`src/rtl/booth_pkg.sv`:
```
// Shared types for the iterative radix-4 Booth multiplier: FSM states,
// per-digit control word and the digit-count helper.
package booth_pkg;

    typedef enum logic [1:0] {
        ST_IDLE = 2'd0,
        ST_RUN  = 2'd1,
        ST_DONE = 2'd2
    } state_t;

    // Booth digit as sign plus one-hot magnitude: {0, ±1, ±2}
    typedef struct packed {
        logic neg;
        logic one;
        logic two;
    } digit_ctrl_t;

    // One extra digit beyond WIDTH/2 absorbs the top bit of unsigned operands
    function automatic int booth_n_dig(input int width);
        return width / 2 + 1;
    endfunction

endpackage

```
`src/rtl/booth_digit_enc.sv`:
```
// Radix-4 Booth recoder: 3-bit multiplier window to {neg, one, two}.
// Purely combinational; the multiplier top reuses a single instance every cycle.
module booth_digit_enc
    import booth_pkg::*;
(
    input  logic [2:0]  window_i,
    output digit_ctrl_t ctrl_o
);

    always_comb begin
        ctrl_o.neg = window_i[2] & ~(window_i[1] & window_i[0]);
        ctrl_o.one = window_i[1] ^ window_i[0];
        ctrl_o.two = (window_i == 3'b011) | (window_i == 3'b100);
    end

endmodule

```
`src/rtl/booth_mul_iter.sv`:
```
// Iterative radix-4 Booth multiplier, one digit per clock, valid/ready on both sides.
// Define BOOTH_EARLY_TERM_EN to finish as soon as all remaining digits are zero.
module booth_mul_iter
    import booth_pkg::*;
#(
    parameter int WIDTH = 16
) (
    input  logic                 clk,
    input  logic                 rst_n,
    input  logic                 in_valid,
    output logic                 in_ready,
    input  logic [WIDTH-1:0]     a,
    input  logic [WIDTH-1:0]     b,
    input  logic                 is_signed,
    output logic                 out_valid,
    input  logic                 out_ready,
    output logic [2*WIDTH-1:0]   product
);

    localparam int N_DIG = booth_n_dig(WIDTH);
    localparam int ACC_W = 2 * WIDTH + 2;
    localparam int MP_W  = WIDTH + 3;
    localparam int CNT_W = $clog2(N_DIG + 1);

    state_t                    state_q;
    logic signed [ACC_W-1:0]   mcand_q;
    logic signed [MP_W-1:0]    mplier_q;
    logic signed [ACC_W-1:0]   acc_q;
    logic        [CNT_W-1:0]   cnt_q;
    logic        [2*WIDTH-1:0] product_q;
    logic                      in_ready_q;
    logic                      out_valid_q;

    digit_ctrl_t               dig;
    logic signed [ACC_W-1:0]   pp;
    logic signed [ACC_W-1:0]   acc_d;
    logic signed [ACC_W-1:0]   mcand_d;
    logic signed [MP_W-1:0]    mplier_d;
    logic                      last_d;

    // Multiplicand is held at accumulator width so its left shifts never lose bits
    function automatic logic signed [ACC_W-1:0] ext_mcand(input logic [WIDTH-1:0] v,
                                                          input logic              sgn);
        return {{(ACC_W-WIDTH){sgn & v[WIDTH-1]}}, v};
    endfunction

    function automatic logic signed [MP_W-1:0] ext_mplier(input logic [WIDTH-1:0] v,
                                                          input logic              sgn);
        logic e;
        e = sgn & v[WIDTH-1];
        return {e, e, v, 1'b0};
    endfunction

    booth_digit_enc u_enc (
        .window_i (mplier_q[2:0]),
        .ctrl_o   (dig)
    );

    always_comb begin
        pp       = '0;
        if (dig.two)
            pp = mcand_q <<< 1;
        else if (dig.one)
            pp = mcand_q;
        acc_d    = dig.neg ? (acc_q - pp) : (acc_q + pp);
        mcand_d  = mcand_q <<< 2;
        mplier_d = mplier_q >>> 2;
        last_d   = (cnt_q == CNT_W'(N_DIG - 1));
`ifdef BOOTH_EARLY_TERM_EN
        // Remaining window bits (lookback included) all equal means only zero digits are left
        last_d   = last_d | (mplier_d == '0) | (&mplier_d);
`endif
    end

    always_ff @(posedge clk or negedge rst_n) begin
        if (!rst_n) begin
            state_q     <= ST_IDLE;
            mcand_q     <= '0;
            mplier_q    <= '0;
            acc_q       <= '0;
            cnt_q       <= '0;
            product_q   <= '0;
            in_ready_q  <= 1'b1;
            out_valid_q <= 1'b0;
        end else begin
            case (state_q)
                ST_IDLE: begin
                    if (in_valid && in_ready_q) begin
                        mcand_q    <= ext_mcand(a, is_signed);
                        mplier_q   <= ext_mplier(b, is_signed);
                        acc_q      <= '0;
                        cnt_q      <= '0;
                        in_ready_q <= 1'b0;
                        state_q    <= ST_RUN;
                    end
                end
                ST_RUN: begin
                    acc_q    <= acc_d;
                    mcand_q  <= mcand_d;
                    mplier_q <= mplier_d;
                    cnt_q    <= cnt_q + CNT_W'(1);
                    if (last_d) begin
                        product_q   <= acc_d[2*WIDTH-1:0];
                        out_valid_q <= 1'b1;
                        state_q     <= ST_DONE;
                    end
                end
                ST_DONE: begin
                    if (out_ready) begin
                        out_valid_q <= 1'b0;
                        in_ready_q  <= 1'b1;
                        state_q     <= ST_IDLE;
                    end
                end
                default: begin
                    out_valid_q <= 1'b0;
                    in_ready_q  <= 1'b1;
                    state_q     <= ST_IDLE;
                end
            endcase
        end
    end

    assign in_ready  = in_ready_q;
    assign out_valid = out_valid_q;
    assign product   = product_q;

endmodule
```
`config.mk`:
```
export PLATFORM = sky130hd
export DESIGN_NAME = booth_mul_iter
export DESIGN_NICKNAME = d
export VERILOG_FILES = /design/src/rtl/booth_pkg.sv /design/src/rtl/booth_digit_enc.sv /design/src/rtl/booth_mul_iter.sv
export SDC_FILE = /design/constraint.sdc
export NUM_CORES = 1
export LEC_CHECK = 0
export CAP_MARGIN = 0
export CORE_AREA = 2 2 118 120
export CTS_CLUSTER_DIAMETER = 30
export DETAILED_ROUTE_END_ITERATION = 7
export DIE_AREA = 0 0 120 122
export DONT_BUFFER_PORTS = 1
export PLACE_DENSITY = 0.86
export SYNTH_ARGS = -nofsm -noshare
export SYNTH_HDL_FRONTEND = slang
export SYNTH_HIERARCHICAL = 1
export SYNTH_SLANG_ARGS = --single-unit
```
`constraint.sdc`:
```
create_clock -name clk -period 5.51 [get_ports clk]
set_input_delay 0.2755 -clock clk [delete_from_list [all_inputs] [get_ports clk]]
set_output_delay 0.2755 -clock clk [all_outputs]
set_load 0.05 [all_outputs]
```
* Word level (Yosys, flattened, before mapping) *
Cells that the tools add are included.

word-level totals
  flip-flop bits (word level) = 127
  logic and storage cells = 59

operators by class
  reductions and logical operators = 9
  mux-type cells = 21
  equal/unequal tests = 8
  $add $sub $neg = 3
  bitwise logic cells = 9

operators by type and width
  operator                                       count
  two-way mux 34 bit                             5
  one-hot mux 34 bit (2 select lines)            2
  one-hot mux 19 bit (2 select lines)            1
  adder 34 bit                                   1
  subtractor 34 bit                              1
  two-way mux 19 bit                             1
  AND reduction 3 bit                            4
  one-hot mux 4 bit (2 select lines)             1
  two-way mux 2 bit                              3
  != test 2 bit, second input constant           3
  one-hot mux 1 bit (3 select lines)             2
  one-hot mux 2 bit (3 select lines)             1
  adder 4 x 1 -> 4 bit, second input constant    1
  AND 1 bit                                      4
  == test 4 bit, second input constant           1
  two-way mux 1 bit                              4
  two-way mux 4 bit                              1
  AND reduction 2 bit                            2
  == test 3 x 2 -> 1 bit, second input constant  1
  == test 3 bit, second input constant           1
  inverter 1 bit                                 3
  == test 2 x 1 -> 1 bit, second input constant  1
  == test 2 bit, second input constant           1
  zero test 2 bit                                1
  4 further kinds                                4

* Logic depth before layout (Yosys ltp) *
  word-level depth = 6
  mapped depth = 26

* Hierarchy *
Netlist, hierarchy kept.

by module, submodules not included
  module           seq. area each (sq um)  instances  area each (sq um)  cells each
  booth_mul_iter   3079.2                  1          7607.3             805
  booth_digit_enc  0.0                     1          53.8               6

* Worst setup path after synthesis *
No wires, ideal clock.

  path kind = reg2reg
  start point = register mplier_q[0]
  end point = register product_q[30] (netlist: product[30])
  cell stages (with the launch flop) = 25
  data required time = 5385 ps
  setup time = 125 ps
  setup slack = 166 ps
  clock period less this slack = 5344 ps
  arrival = 5220 ps
  cells stage by stage = dfrtp_1 > ha_1 > mux2_4 > buf_2 > buf_2 > buf_2 > buf_1 > clkbuf_1 > a22oi_1 > ha_1 > and4bb_2 > and3_1 > nand4_1 > a221oi_2 > nor2_1 > xor2_1 > ha_1 > and3_1 > nand2_1 > or3b_1 > or4_1 > nand2_1 > o21ai_1 > xor2_1 > mux2_2

RTL lines
  what                    line                   source
  start, declared         booth_mul_iter.sv:27   logic signed [MP_W-1:0] mplier_q;
  start signal, assigned  booth_mul_iter.sv:90   mplier_q <= ext_mplier(b, is_signed);
  start signal, assigned  booth_mul_iter.sv:100  mplier_q <= mplier_d;
  end signal, assigned    booth_mul_iter.sv:103  product_q <= acc_d[2*WIDTH-1:0];
  end, declared           booth_mul_iter.sv:30   logic [2*WIDTH-1:0] product_q;

==> metrics.txt <==
TritonCTS clock tree done; relative slew slack 0.3696; reg2reg start mplier_q[0]; CP Capture Type flop; DR vias ~6300; Max Transition Viols Final 0; RSZ-0062 raised after global routing false; drc violations 10; Total GRT Usage 0.2559; Post-synth EDFFs 0; ranking of synthesized cells by area dfrtp_1 40%, ha_1 5.9%, nand2_1 4.5%; via count of the first global-routing pass 5997; Post-Syn Area per Cell approximately 9.4 sq um; Mapped Area ~7700 sq um; area of the core between 10000 and 15000 sq um; Root Driver clkbuf_16; Clock Tree Buf Depth 2; Setup TNS 0 ns; CTS clk-pin slew, worst paths 0.06 ns; Chip Height 122 um; initial antenna violation count 0; Slew @ Worst Pin between 0.9 and 1 ns; Die ar. roughly 15000 sq um; diodes inserted 0; yosys warns 6; 1st-pass router iterations 8; CTS Sinks 123; Period Utilization, post-route 0.9196; Commonest cells post-synth 122 x dfrtp_1, 91 x nand2_1, 48 x o21ai_0; IO Count 71; Synth cell types 69; clock skew between 0.007 and 0.008 ns; end of the worst register-to-register path product[30]; count leader, synth dfrtp_1; post-synthesis sequential area ratio 0.4019; # H-tree levels 4; postcts setup bufs 0; met1 usage 0.3411; worst min-delay path category input port to flop; cell accounting for the most synthesized area dfrtp_1; prevailing post-synth register cell dfrtp_1; Synth top area share 0.3985; status complete, but fails checks; WS Path Type flop to flop; met2 Usage GRT 0.3981; gp weighted congestion 0.9033; r2r worst-path depth 20; total gr overflow 0; WL/cell ~18 um; Worst Min Path Start a[6]; critical path startpoint category flop; first-pass GRT wire length approximately 30 mm; # setup viols final 0; max-cap violation count 0; vias per cell 6.247; Reg2Reg Setup Slack approximately 0.44 ns; Syn Nets around 900; Worst Hold End mcand_q[6]; Cells after Synth a little over 800; asr flop ratio synth 1.000; maximum clock frequency between 0.15 and 0.2 GHz; worst path required time between 5 and 6 ns; Worst-Skew Late Latency between 0.4 and 0.5 ns; largest net degree at the start of global routing 124; row count 43; drt total wl ~18 mm; IO buf count 0; failing checks DRC; HPWL after detailed placement about 11 mm; Critical Path AT 5.38 ns; area delta synth->final 13.05%; total CTS buffers 17; minimum hold slack 0.01206 ns; Chip Width approximately 120 um; global route hottest layer met2; DR iter-0 viols 728; layout cells sized above 1 0.1009; fill cell count between 1000 and 1500; Nets 884; worst-path fanout max 43; Starting Density 0.5673; hold path cells 2; fin crit period 5.067 ns; GRT met3 Usage 0.06648; Yosys reg bits between 100 and 150; antenna-violating nets left 0; endpoints failing hold 0
[sequential cells by signal, indices dropped and copies added (netlist names)]
signal / cells
acc_q: 32
mcand_q: 32
product: 32
mplier_q: 19
cnt_q: 4
state_q: 2
in_ready: 1
out_valid: 1
[routing by layer]
metal	vias up	share of wire
met3	29	0.062
met2	225	0.47
met4	0	0.022
li1	3003	-
met1	3009	0.45
met5	-	0
[through the flow]
| stage | utilization | area [sq um] | std cells | worst slack [ns] |
|---|---|---|---|---|
| floorplan | - | 7661 | 811 | 0.1655 |
| global placement | 0.5722 | 7727 | 939 | 0.5970 |
| detailed placement | 0.5722 | 7727 | 939 | 0.4154 |
| CTS | 0.6412 | 8658 | 1003 | 0.3837 |
| global route | 0.6413 | 8661 | 1003 | 0.06690 |
| finish | 0.6413 | 8661 | 1003 | 0.4432 |
[final cells by class]
type,count,area [sq um],share of cell area
clock buffers,21,480.5,0.05548
clock inverters,11,112.6,0.01300
inverters,43,161.4,0.01864
multi-input cells,586,4212,0.4863
flip-flops and latches,123,3079,0.3555
well taps,180,225.2,0.02600
repair buffers,39,390.4,0.04507
[layout by cell type, fill, tap and decap left out, drive strengths merged, types with 12 or more instances in the layout]
master       instances
a22oi               28
clkbuf              21
xor2                33
a22o                32
ha                  36
a221o               17
a21oi               40
dfrtp              122
a21o                12
xnor2               27
dlygate4sd3         31
a222oi              29
nand2               91
nor2                47
o21ai               55
mux2                12
inv                 44
a31oi               12
[worst max path at each step]
stage	from	end	slack (ns)
floorplan	mplier_q[0]	product[30]	0.17
global placement	mplier_q[0]	product[30]	0.60
detailed placement	mplier_q[0]	product[30]	0.42
CTS	mplier_q[0]	product[30]	0.38
global route	mplier_q[0]	product[30]	0.07
finish	mplier_q[0]	product[30]	0.44
[worst max-delay path: stages (launching register included)]
cell and delay, ns:
dfrtp_1 0.39, ha_1 0.23, mux2_4 0.38, buf_4 0.28
o31ai_1 0.10, o21ai_0 0.14, nor2_1 0.26, and3_1 0.27
nand4_1 0.14, a221oi_2 0.23, nor2_1 0.08, xor2_1 0.16
ha_1 0.35, and3_1 0.21, nand2_1 0.09, or3b_1 0.35
or4_1 0.58, nand2_1 0.14, o21ai_1 0.10, xor2_1 0.17
mux2_2 0.27
[timing repair]
action | in CTS | in global routing
hold endpoints to repair | 153 | 0
resized for setup | 0 | 1
endpoints found under the setup margin | 0 | 1
hold buffers | 32 | 0
[cells by family after synthesis]
family | count (synthesis) | share of synthesized area
AO/OA/AOI/OAI | 274 | 0.2723
AND/OR/NAND/NOR | 202 | 0.1233
flip-flops | 123 | 0.4019
buffers and inverters | 102 | 0.05308
XOR/XNOR | 60 | 0.06859
adder cells (fa/ha/maj) | 37 | 0.06141
multiplexers | 13 | 0.01943
Power is not shown: default switching activity piles up to over one toggle a cycle in this logic, so the estimate is an artifact.
